**config.mk**
```make
export PLATFORM = sky130hd
export DESIGN_NAME = change_dispenser
export DESIGN_NICKNAME = d
export VERILOG_FILES = /design/src/rtl/vending_pkg.sv /design/src/rtl/coin_inventory.sv /design/src/rtl/change_dispenser.sv
export SDC_FILE = /design/constraint.sdc
export NUM_CORES = 1
export LEC_CHECK = 0
export BUFFER_PORTS_ARGS = -buffer_cell sky130_fd_sc_hd__clkbuf_2
export CAP_MARGIN = 20
export CORE_ASPECT_RATIO = 0.8
export CORE_MARGIN = 1
export CORE_UTILIZATION = 54
export CTS_CLUSTER_DIAMETER = 150
export CTS_CLUSTER_SIZE = 25
export DETAILED_ROUTE_END_ITERATION = 10
export PLACE_DENSITY_LB_ADDON = 0.3
export SLEW_MARGIN = 20
export SYNTH_ARGS = -nofsm -noshare
export SYNTH_HDL_FRONTEND = slang
export SYNTH_SLANG_ARGS = --single-unit
export TNS_END_PERCENT = 50
```
**constraint.sdc**
```tcl
create_clock -name Clk -period 2.04 [get_ports Clk]
set_input_delay 0 -clock Clk [delete_from_list [all_inputs] [get_ports Clk]]
set_output_delay 0 -clock Clk [all_outputs]
set_load 0.1 [all_outputs]
```
**src/rtl/vending_pkg.sv**
```systemverilog
// Shared definitions for the change dispenser: coin codes, coin unit values
// and the dispenser FSM state encoding.
package vending_pkg;

    typedef enum logic [1:0] {
        M10 = 2'b00,
        M20 = 2'b01,
        M50 = 2'b10
    } coin_t;

    localparam int V10 = 1;
    localparam int V20 = 2;
    localparam int V50 = 5;

    typedef enum logic [2:0] {
        IDLE,
        SELECT,
        ISSUE,
        GAP,
        FINISH
    } state_t;

    function automatic int coin_value(coin_t code);
        case (code)
            M50:     return V50;
            M20:     return V20;
            default: return V10;
        endcase
    endfunction

endpackage

```
**src/rtl/coin_inventory.sv**
```systemverilog
// Coin stock for the dispenser: per-denomination counts with bulk load,
// single-coin take and an all-empty flag.
module coin_inventory
    import vending_pkg::*;
#(
    parameter int CNT_W = 4
) (
    input  logic             clk,
    input  logic             rst,
    input  logic             load,
    input  logic [CNT_W-1:0] load_n50,
    input  logic [CNT_W-1:0] load_n20,
    input  logic [CNT_W-1:0] load_n10,
    input  logic             take,
    input  coin_t            take_code,
    output logic [CNT_W-1:0] n50,
    output logic [CNT_W-1:0] n20,
    output logic [CNT_W-1:0] n10,
    output logic             empty
);

    // Slot index equals the coin code: 0 = Rs.10, 1 = Rs.20, 2 = Rs.50.
    logic [CNT_W-1:0] load_val [3];
    logic [CNT_W-1:0] cnt      [3];

    assign load_val[0] = load_n10;
    assign load_val[1] = load_n20;
    assign load_val[2] = load_n50;

    genvar gi;
    generate
        for (gi = 0; gi < 3; gi++) begin : g_cnt
            logic [CNT_W-1:0] cnt_reg;

            always_ff @(posedge clk or posedge rst) begin
                if (rst) begin
                    cnt_reg <= '0;
                end else if (load) begin
                    cnt_reg <= load_val[gi];
                end else if (take && take_code == 2'(gi) && cnt_reg != '0) begin
                    cnt_reg <= cnt_reg - CNT_W'(1);
                end
            end

            assign cnt[gi] = cnt_reg;
        end
    endgenerate

    assign n10   = cnt[0];
    assign n20   = cnt[1];
    assign n50   = cnt[2];
    assign empty = (cnt[0] == '0) && (cnt[1] == '0) && (cnt[2] == '0);

endmodule

```
**src/rtl/change_dispenser.sv**
```systemverilog
// Greedy change dispenser: pays an amount in Rs.50/20/10 coins from a loaded
// inventory, handshaking each coin with the eject mechanism.
module change_dispenser
    import vending_pkg::*;
#(
    parameter int AMT_W = 4,
    parameter int CNT_W = 4
) (
    input  logic             Clk,
    input  logic             Reset,
    input  logic             Start,
    input  logic [AMT_W-1:0] Amount,
    input  logic             Load,
    input  logic [CNT_W-1:0] Load_N50,
    input  logic [CNT_W-1:0] Load_N20,
    input  logic [CNT_W-1:0] Load_N10,
    output logic [1:0]       Coin,
    output logic             Coin_Valid,
    input  logic             Coin_Ack,
    output logic             Busy,
    output logic             Done,
    output logic             Short,
    output logic [AMT_W-1:0] Owed,
    output logic             Empty
);

    state_t           state_reg;
    logic [AMT_W-1:0] remaining_reg;
    coin_t            coin_reg;
    logic             coin_valid_reg;
    logic             busy_reg;
    logic             done_reg;
    logic             short_reg;
    logic [AMT_W-1:0] owed_reg;

    logic [CNT_W-1:0] n50, n20, n10;
    logic             pick_valid;
    coin_t            pick_code;
    logic             take;

    assign take = (state_reg == ISSUE) && Coin_Ack;

    coin_inventory #(.CNT_W(CNT_W)) u_inventory (
        .clk       (Clk),
        .rst       (Reset),
        .load      (Load && state_reg == IDLE),
        .load_n50  (Load_N50),
        .load_n20  (Load_N20),
        .load_n10  (Load_N10),
        .take      (take),
        .take_code (coin_reg),
        .n50       (n50),
        .n20       (n20),
        .n10       (n10),
        .empty     (Empty)
    );

    // Largest coin that still fits the remainder and is in stock.
    always_comb begin
        pick_valid = 1'b1;
        pick_code  = M10;
        if (remaining_reg >= AMT_W'(V50) && n50 != '0) begin
            pick_code = M50;
        end else if (remaining_reg >= AMT_W'(V20) && n20 != '0) begin
            pick_code = M20;
        end else if (remaining_reg != '0 && n10 != '0) begin
            pick_code = M10;
        end else begin
            pick_valid = 1'b0;
        end
    end

    always_ff @(posedge Clk or posedge Reset) begin
        if (Reset) begin
            state_reg      <= IDLE;
            remaining_reg  <= '0;
            coin_reg       <= M10;
            coin_valid_reg <= 1'b0;
            busy_reg       <= 1'b0;
            done_reg       <= 1'b0;
            short_reg      <= 1'b0;
            owed_reg       <= '0;
        end else begin
            case (state_reg)
                IDLE: begin
                    if (!Load && Start) begin
                        remaining_reg <= Amount;
                        busy_reg      <= 1'b1;
                        state_reg     <= SELECT;
                    end
                end
                SELECT: begin
                    if (pick_valid) begin
                        coin_reg       <= pick_code;
                        coin_valid_reg <= 1'b1;
                        state_reg      <= ISSUE;
                    end else begin
                        done_reg  <= 1'b1;
                        short_reg <= (remaining_reg != '0);
                        owed_reg  <= remaining_reg;
                        state_reg <= FINISH;
                    end
                end
                ISSUE: begin
                    if (Coin_Ack) begin
                        remaining_reg  <= remaining_reg - AMT_W'(coin_value(coin_reg));
                        coin_reg       <= M10;
                        coin_valid_reg <= 1'b0;
                        state_reg      <= GAP;
                    end
                end
                GAP: begin
                    state_reg <= SELECT;
                end
                FINISH: begin
                    done_reg  <= 1'b0;
                    short_reg <= 1'b0;
                    owed_reg  <= '0;
                    busy_reg  <= 1'b0;
                    state_reg <= IDLE;
                end
                default: begin
                    state_reg <= IDLE;
                end
            endcase
        end
    end

    assign Coin       = coin_reg;
    assign Coin_Valid = coin_valid_reg;
    assign Busy       = busy_reg;
    assign Done       = done_reg;
    assign Short      = short_reg;
    assign Owed       = owed_reg;

endmodule

```
# Word-level counts from Yosys, hierarchy flattened
# Index checks and enable logic that the tools add are counted.
[op_classes]
n_addsub = 4
n_mul = 0
div = 0
n_lt_le_gt_ge = 2
n_eq_ne = 10
n_shift = 0
muxes = 35
bitwise_logic = 0
reduce_logical = 36
[op_table]
columns = ["op", "count"]
rows = [
  ["$mux W4", 11],
  ["$pmux W4 S2", 2],
  ["$reduce_bool A4 Y1", 4],
  ["$logic_and A1 B1 Y1", 14],
  ["$reduce_bool A2 Y1", 7],
  ["$logic_not A4 Y1", 3],
  ["$pmux W3 S4", 1],
  ["$sub A4 B1 Y4 const B", 3],
  ["$mux W1", 9],
  ["$mux W3", 3],
  ["$pmux W1 S2", 4],
  ["$eq A3 B2 Y1 const B", 2],
  ["$mux W2", 3],
  ["$ne A2 B2 Y1 const B", 3],
  ["$pmux W3 S2", 1],
  ["$reduce_and A2 Y1", 3],
  ["$reduce_and A3 Y1", 2],
  ["$ge A4 B2 Y1 const B", 1],
  ["$ge A4 B3 Y1 const B", 1],
  ["$pmux W2 S2", 1],
  ["$sub A4 B4 Y4", 1],
  ["$eq A3 B1 Y1 const B", 1],
  ["$eq A3 B3 Y1 const B", 1],
  ["$logic_not A3 Y1", 1],
  ["other kinds (5)", 5],
]
[word_totals]
reg_bits = 29
latchBits = 0
mem_bits_rw = 0
mem_bits_ro = 0
inputBits = 21
output_inout_bits = 11
wordCells = 98
n_memories = 0

# Depth between registers and ports, before layout
# Gate-level depths: netlist of the first run.
[depth]
word_depth = 7
mapped_depth = 8
depth_no_buf = 8

# By module
# A second synthesis of the first run with hierarchy kept.
[unflattened]
hier_cells = 189
hier_area_um2 = 1739.2
[by_module_without_submodules]
columns = ["module", "n_inst", "cells_per_inst", "area_per_inst_um2", "seq_area_each_um2"]
rows = [
  ["change_dispenser", 1, 99, 962.2, 425.4],
  ["coin_inventory", 1, 90, 777.0, 300.3],
]

# Worst setup path after synthesis of the first run
# OpenSTA, ideal clock, no wires.
[synth_timing]
path_kind = "reg2reg"
startpoint = "register coin_reg[1], in the netlist Coin[1]"
endpoint = "register remaining_reg[2]"
setup_ps = 140
arrival_time_ps = 2229
required_time_ps = 1900
slack_ps = -328
stages_incl_launch_ff = 9
path_buffers = 0
period_less_slack_ps = 2368
cell_sequence = "dfrtp_1 > nand2b_1 > ha_1 > inv_1 > fa_1 > xnor2_1 > nor2_1 > a21oi_1 > o21ai_0"
[synth_between]
elab_chain_len = 7
word_cells_on_any_way = 8
cone_classes = "add/sub: 1; eq/ne: 2; mux: 5"
[synth_rtl]
columns = ["element", "line_no", "source"]
rows = [
  ["start: declaration", "change_dispenser.sv:29", "coin_t coin_reg;"],
  ["start signal: assignment", "change_dispenser.sv:94", "coin_reg <= pick_code;"],
  ["$eq A2 B1 Y1 / $eq A2 B2 Y1 (equally long branches)", "vending_pkg.sv:24", "case (code)"],
  ["$pmux W3 S2 (*)", "vending_pkg.sv:24", ""],
  ["$mux W4 (*)", "change_dispenser.sv:105", "if (Coin_Ack) begin"],
  ["$mux W4 (*)", "change_dispenser.sv:84", "case (state_reg)"],
  ["$sub A4 B4 Y4 (*)", "change_dispenser.sv:106", "remaining_reg <= remaining_reg - AMT_W'(coin_value(coin_reg));"],
  ["$mux W4 (*)", "change_dispenser.sv:105", ""],
  ["$pmux W4 S2 (*)", "change_dispenser.sv:84", ""],
  ["end signal: assignment", "change_dispenser.sv:87", "remaining_reg <= Amount;"],
  ["end signal: assignment", "change_dispenser.sv:106", ""],
  ["end: declaration", "change_dispenser.sv:28", "logic [AMT_W-1:0] remaining_reg;"],
]
# Mark *: on every way between the ends. The rest lies on a longest branch, timed or not. The select of a mux whose other input is x is not followed.
# A chain may end at the register's enable or synchronous reset.

# Final worst setup path of the first run
[layout_timing]
startpoint = "register u_inventory.g_cnt[0].cnt_reg[0], in the netlist u_inventory.n10[0]"
endpoint = "register owed_reg[1], in the netlist Owed[1]"
[layout_between]
elab_chain_len = 7
[layout_rtl]
columns = ["element", "line_no", "source"]
rows = [
  ["start: declaration", "coin_inventory.sv:33", "logic [CNT_W-1:0] cnt_reg;"],
  ["start signal: assignment", "coin_inventory.sv:39", "cnt_reg <= load_val[gi];"],
  ["start signal: assignment", "coin_inventory.sv:41", "cnt_reg <= cnt_reg - CNT_W'(1);"],
  ["$reduce_bool A4 Y1", "change_dispenser.sv:66", "end else if (remaining_reg != '0 && n10 != '0) begin"],
  ["$logic_and A1 B1 Y1", "change_dispenser.sv:66", ""],
  ["$mux W1", "change_dispenser.sv:66", ""],
  ["$mux W1", "change_dispenser.sv:64", "end else if (remaining_reg >= AMT_W'(V20) && n20 != '0) begin"],
  ["$mux W1", "change_dispenser.sv:62", "if (remaining_reg >= AMT_W'(V50) && n50 != '0) begin"],
  ["$ne A2 B2 Y1 (no source line)", "-", ""],
  ["$reduce_and A2 Y1 (no source line)", "-", ""],
  ["end signal: assignment", "change_dispenser.sv:100", "owed_reg <= remaining_reg;"],
  ["end: declaration", "change_dispenser.sv:34", "logic [AMT_W-1:0] owed_reg;"],
]
# No other way between the ends.

==> results of run 1 <==
## layout by cell type (no fill, tap or decap), types with 4 or more instances in the layout
cell type / n
dlygate4sd3_1: 13
nand2_1: 22
mux2i_1: 6
clkbuf_8: 7
dfrtp_1: 27
nand3_1: 4
clkbuf_2: 30
buf_4: 6
ha_1: 6
xnor2_1: 7
a21oi_1: 9
inv_1: 12
or3_1: 5
nor2_1: 9
o21ai_0: 13
## power by group through the flow
stage / Combinational (uW) / Clock [uW] / Sequential, uW
floorplan: 1010 / 0 / 1590
global placement: 1850 / 0 / 1060
global route: 2210 / 570 / 1150
detailed placement: 1940 / 0 / 1090
CTS: 1980 / 521 / 1080
finish: 2030 / 535 / 1110
## per-stage QoR
step / hold WS [ns] / instance area, um^2 / total power (uW)
2_1_floorplan: 0.0780 / 1670 / 2600
3_3_place_gp: 0.0500 / 1900 / 2910
3_5_place_dp: 0.0681 / 1900 / 3030
4_1_cts: 0.000441 / 2120 / 3580
5_1_grt: 0.0186 / 2150 / 3930
6_report: 0.00878 / 2150 / 3670
## critical path, delay by kind of cell (launching register included)
kind | cells | cell delay (ns)
muxes | 1 | 0.28
and+or+nand+nor | 2 | 0.58
DFF | 1 | 0.38
adders and majority gates | 1 | 0.20
buffers and inverters | 1 | 0.12
AOI/OAI and AO/OA | 1 | 0.20
## timing repair
item	4_1_cts	5_1_grt
endpoints found under the hold margin	25	1
hold buffers	12	1
endpoints found under the setup margin	0	7
gates resized for setup	0	4
## cell type report
type	count	area (um^2)
sequential	29	728
multi-input combinational	128	882
fill	211	701
inverter	12	45.0
tap	38	47.5
clock buffer	7	96.3
clock inverter	1	5.00
timing repair buffer	50	345
## kinds of logic (layout without fill, tap and decap cells)
| logic type | count (synthesis) | count (layout) | share of synthesized area |
|---|---|---|---|
| buffers and inverters | 18 | 70 | 0.0472 |
| adders and majority gates | 7 | 7 | 0.0570 |
| DFF | 29 | 29 | 0.435 |
| AOI/OAI and AO/OA | 36 | 36 | 0.129 |
| muxes | 6 | 6 | 0.0360 |
| xor gates and xnor gates | 9 | 9 | 0.0472 |
| and+or+nand+nor | 70 | 70 | 0.249 |
## routing by layer
layer  wire length [um]  track usage
met1               1780        0.343
met2               2160        0.511
met3                221       0.0921
met4                251        0.215
met5                  0            0
## worst min-delay path by stage
stage	startpoint	endpoint	depth (start not counted)
6_report	Amount[0]	remaining_reg[0]	3
5_1_grt	Start	state_reg[0]	3
4_1_cts	Load_N10[3]	u_inventory.n10[3]	3
3_5_place_dp	Reset	Busy	2
3_3_place_gp	Reset	state_reg[0]	2
2_1_floorplan	Reset	Busy	1
==> impl_results.md, run 1 <==
- Worst hold path class: in -> reg
- Synth-to-Final Area Change: 28.8%
- Iteration-0 DRC Markers: 79
- Combinational Power Share: 0.552
- Reg-to-reg setup timing slack: 0.16 ns
- Syn avg cell area: 9.54 um^2
- Max Buffers Root-to-Sink: 2
- Clock Latency Late Sink: 0.30 ns
- Crit-path max cell delay: 0.38 ns
- Fin Setup TNS: 0 ns
- Remaining Overflow, GRT: 0
- Fraction of registers with async set/reset: 1.00
- CTS Buf Count: 5
- Final Max Slew Viols: 0
- N_diodes: 0
- #FFs+latches synth: 29
- Vias/cell: 5.65
- Critical path's slowest cell: dfrtp_1
- Drc violations: 0
- CP max FO: 8
- Die X: about 64 um
- Peak supply drop: just under 900 uV
- Clock power share: 0.146
- Pwr/cell area: about 1700 nW/um^2
- Drt total wl: 4.42 mm
- ANT nets after route: 0
- Worst Path Required: 2.23 ns
- Yosys cell types: about 40
- Main synth FF type: dfrtp_1
- Final #Nets: 254
- DRT Pass-1 Iters: 4
- Yosys warnings: 0
- Mapped Nets: 203
- Post-Place Cells: 244
- Largest net degree at the start of global routing: 18
- CTS tree: built
- DP HPWL: between 2 and 3 mm
- Post-Synthesis Cells: 175
- Synth top area cells: dfrtp_1 43%, nand2_1 4.9%, ha_1 4.5%, o21ai_0 3.9%, xnor2_1 3.7%
- R2R cell count: 6
- NetSw: 1870 uW
- Final period util: 0.920
- DIE AREA: about 3300 um^2
- R2R Path End: Owed[1]
- Pint: 1800 uW
- Layout Cells excl Fill: between 200 and 300
- DR vias: around 1.5k
- Status: complete, no violations
- F_max: 533 MHz
- Site row count: 17
- Reg power frac: 0.302
- Top post-synthesis cells by count: 29 x dfrtp_1, 22 x nand2_1, 13 x o21ai_0
- RSZ-0062 raised after global routing: false
- Crit path time final: 1.88 ns
- Cell Area, Synth: roughly 1700 um^2
- Vias in the first global route: around 1.5k
- Max Cap Viol: 0
- Measured slew at the worst slew-check pin: roughly 0.57 ns
- Crit Path Class: reg -> reg
- Share of cells above drive strength 1: 0.256
- Final setup margin: between 0.15 and 0.2 ns
- Crit start category: flop
- Initial antenna violation count: 0
- First-pass GRT wire length: slightly above 7 mm
- Initial Util: 0.586
- Die Y: 51.7 um
- Finished Core Util: 0.754
- Start of the worst register-to-register path: u_inventory.n10[0]
- Sw frac: 0.509
- Setup crit start: u_inventory.n10[0]
- CTS clk-pin slew, worst paths: around 0.080 ns
- Skew final: 0.0164 ns
- CP cell instances: inv_1 -> ha_1 -> nor3b_2 -> o22ai_1 -> nor2_4 -> mux2i_1
- Hold Vio Cnt, Final: 0
- Place WS: approximately 0.096 ns
- Register area share after synthesis: 0.435
- Leading cell type by number of instances after synthesis: dfrtp_1
- Cell taking the most area after synthesis: dfrtp_1
- Leak pwr: 0.000982 uW
- Final setup violation count: 0
- Arrival time worst endpoint: 2.07 ns
- H-tree Lvls: 2
- Clock Sinks: 29
- Post-synth EDFFs: 0
- Wirelength per Cell: approximately 17 um
- Io pins: 32
- Post-CTS Setup Bufs: 0
- Worst Setup EP: Owed[1]
- Core region area: ~2900 um^2
- Post-synth top area share: 0.435
- Max_slew headroom: 0.618
- Tot GR Track Use: 0.307
- Routability cong.: 0.917
- Critical Path End Type: flop
- Root Driver: clkbuf_8
- Buffers added on ports: 31
Note: power is estimated with default switching activity, not from simulation.
==> run 2: changes to the inputs <==
Settings changed: CORE_UTILIZATION 54 to 40, SETUP_SLACK_MARGIN from default to 0.4.
Clock period 2.04 ns to 1.6 ns, I/O delays scaled along.
==> impl_results.md, run 2 (synthesized netlist as in run 1, its figures left out) <==
- ANT nets after route: 0
- Vias/cell: 4.97
- Vias in the first global route: roughly 1.6k
- Routability cong.: 0.791
- Tot GR Track Use: 0.232
- Start of the worst register-to-register path: u_inventory.n50[0]
- Most frequent cells in the layout: 32 x buf_4, 28 x clkbuf_2, 24 x dfrtp_1, 21 x nand2_1, 15 x dlygate4sd3_1
- Root Driver: clkbuf_8
- Fillers: 311
- Peak supply drop: 892 uV
- Largest net degree at the start of global routing: 19
- H-tree Lvls: 2
- Worst Hold Depth: 3
- DRT Pass-1 Iters: 4
- Initial antenna violation count: 0
- Max Cap Viol: 0
- Max_slew headroom: 0.639
- CTS clk-pin slew, worst paths: roughly 0.07 ns
- CP max FO: 8
- Final setup margin: -0.135 ns
- N_diodes: 0
- Max Buffers Root-to-Sink: 2
- Core region area: 3900 um^2
- RSZ-0062 raised after global routing: true
- Placed inst area: 2190 um^2
- Worst Path Required: 1.81 ns
- Status: complete, but fails checks
- Clock Latency Late Sink: 0.29 ns
- Final setup violation count: 14
- Measured slew at the worst slew-check pin: about 0.54 ns
- Wirelength per Cell: 14.1 um
- Final period util: 1.08
- Hold Path Sink: state_reg[0]
- F_max: 576 MHz
- DIE AREA: 4440 um^2
- Hold Vio Cnt, Final: 2
- Io pins: 32
- Skew final: 0.00977 ns
- Share of cells above drive strength 1: 0.485
- Pwr/cell area: roughly 2100 nW/um^2
- R2R cell count: 7
- Hold WS: -0.00896 ns
- Drt total wl: 4.46 mm
- HP Start: Start
- Total design power: 5700 uW
- Critical Path End Type: flop
- Final Max Slew Viols: 0
- CTS Buf Count: 5
- Crit start category: flop
- Crit Path Class: reg -> reg
- Reg-to-reg setup timing slack: -0.13 ns
- Remaining Overflow, GRT: 0
- Buffers added on ports: 31
- Initial Util: 0.428
- Synth-to-Final Area Change: 60.8%
- Worst hold path class: in -> reg
- Fin area: 2680 um^2
- Site row count: 20
- R2R Path End: Owed[1]
- Die X: around 74 um
- Failing checks: hold timing, setup timing
- Die Y: roughly 60 um
- DR vias: ~1.6k
- Drc violations: 0
- Crit path time final: 1.73 ns
- Arrival time worst endpoint: 1.94 ns
- CTS tree: built
- Clock Sinks: 29
- Commonest non-fill, non-tap cell in the layout: buf_4
- DP HPWL: 3.02 mm
- Leak pwr: 0.00119 uW
- Final #Nets: 287
- Iteration-0 DRC Markers: 78
- First-pass GRT wire length: between 7 and 8 mm
run 2: metrics by stage:
stage | utilization | hold WS [ns] | cells | TNS, ns | setup WS (ns)
final | 0.688 | -0.00896 | 315 | -1.14 | -0.135
after global routing | 0.688 | 0.00480 | 315 | -2.32 | -0.211
after CTS | 0.669 | 0.00316 | 312 | -0.919 | -0.114
after detailed placement | 0.561 | 0.00377 | 287 | -1.56 | -0.153
after global placement | 0.561 | 0.00371 | 287 | -1.22 | -0.146
after floorplan | - | 0.0782 | 175 | -0.694 | -0.206
run 2: layout make-up:
cell class,instances,area (um^2),share of cell area
sequential,29,737,0.275
tap,55,68.8,0.0256
multi-input combinational,128,1110,0.413
timing repair buffer,83,634,0.236
clock buffer,8,90.1,0.0336
inverter,12,45.0,0.0168
run 2: what timing repair did:
action,in CTS,in global routing
gates cloned,0,0
endpoints found under the setup margin,31,29
endpoints found under the hold margin,43,0
pin swaps,17,19
hold buffers,15,0
buffers inserted,2,3
gates resized for setup,40,15
run 2: critical path: stages, from the launching register on:
cell and delay [ns]:
dfrtp_1 0.39, inv_2 0.09, ha_4 0.14, nor3b_4 0.28, a22oi_2 0.12, buf_4 0.17
nor2_4 0.23, mux2i_1 0.22
run 2: report_power, final:
part	internal [uW]	leakage (uW)	switching [uW]	total, uW
Combinational	1580	0.000798	2070	3640
Clock	350	0.0000455	290	641
Sequential	1080	0.000350	332	1410
Total	3010	0.00119	2690	5700
run 2: how the worst max path moves through the flow:
stage	cells after the start	end	from
detailed placement	4	Owed[1]	remaining_reg[3]
global placement	4	Owed[1]	remaining_reg[3]
CTS	7	Owed[1]	u_inventory.n50[1]
global route	7	Owed[0]	u_inventory.n50[0]
finish	7	Owed[1]	u_inventory.n50[0]
floorplan	8	remaining_reg[2]	Coin[1]
run 2: metal layers:
layer | vias to the layer above | GRT usage | share of wire
met3 | 8 | 0.0506 | 0.023
met2 | 26 | 0.370 | 0.47
li1 | 786 | - | -
met1 | 744 | 0.301 | 0.48
met5 | - | 0 | 0
met4 | 0 | 0.113 | 0.019
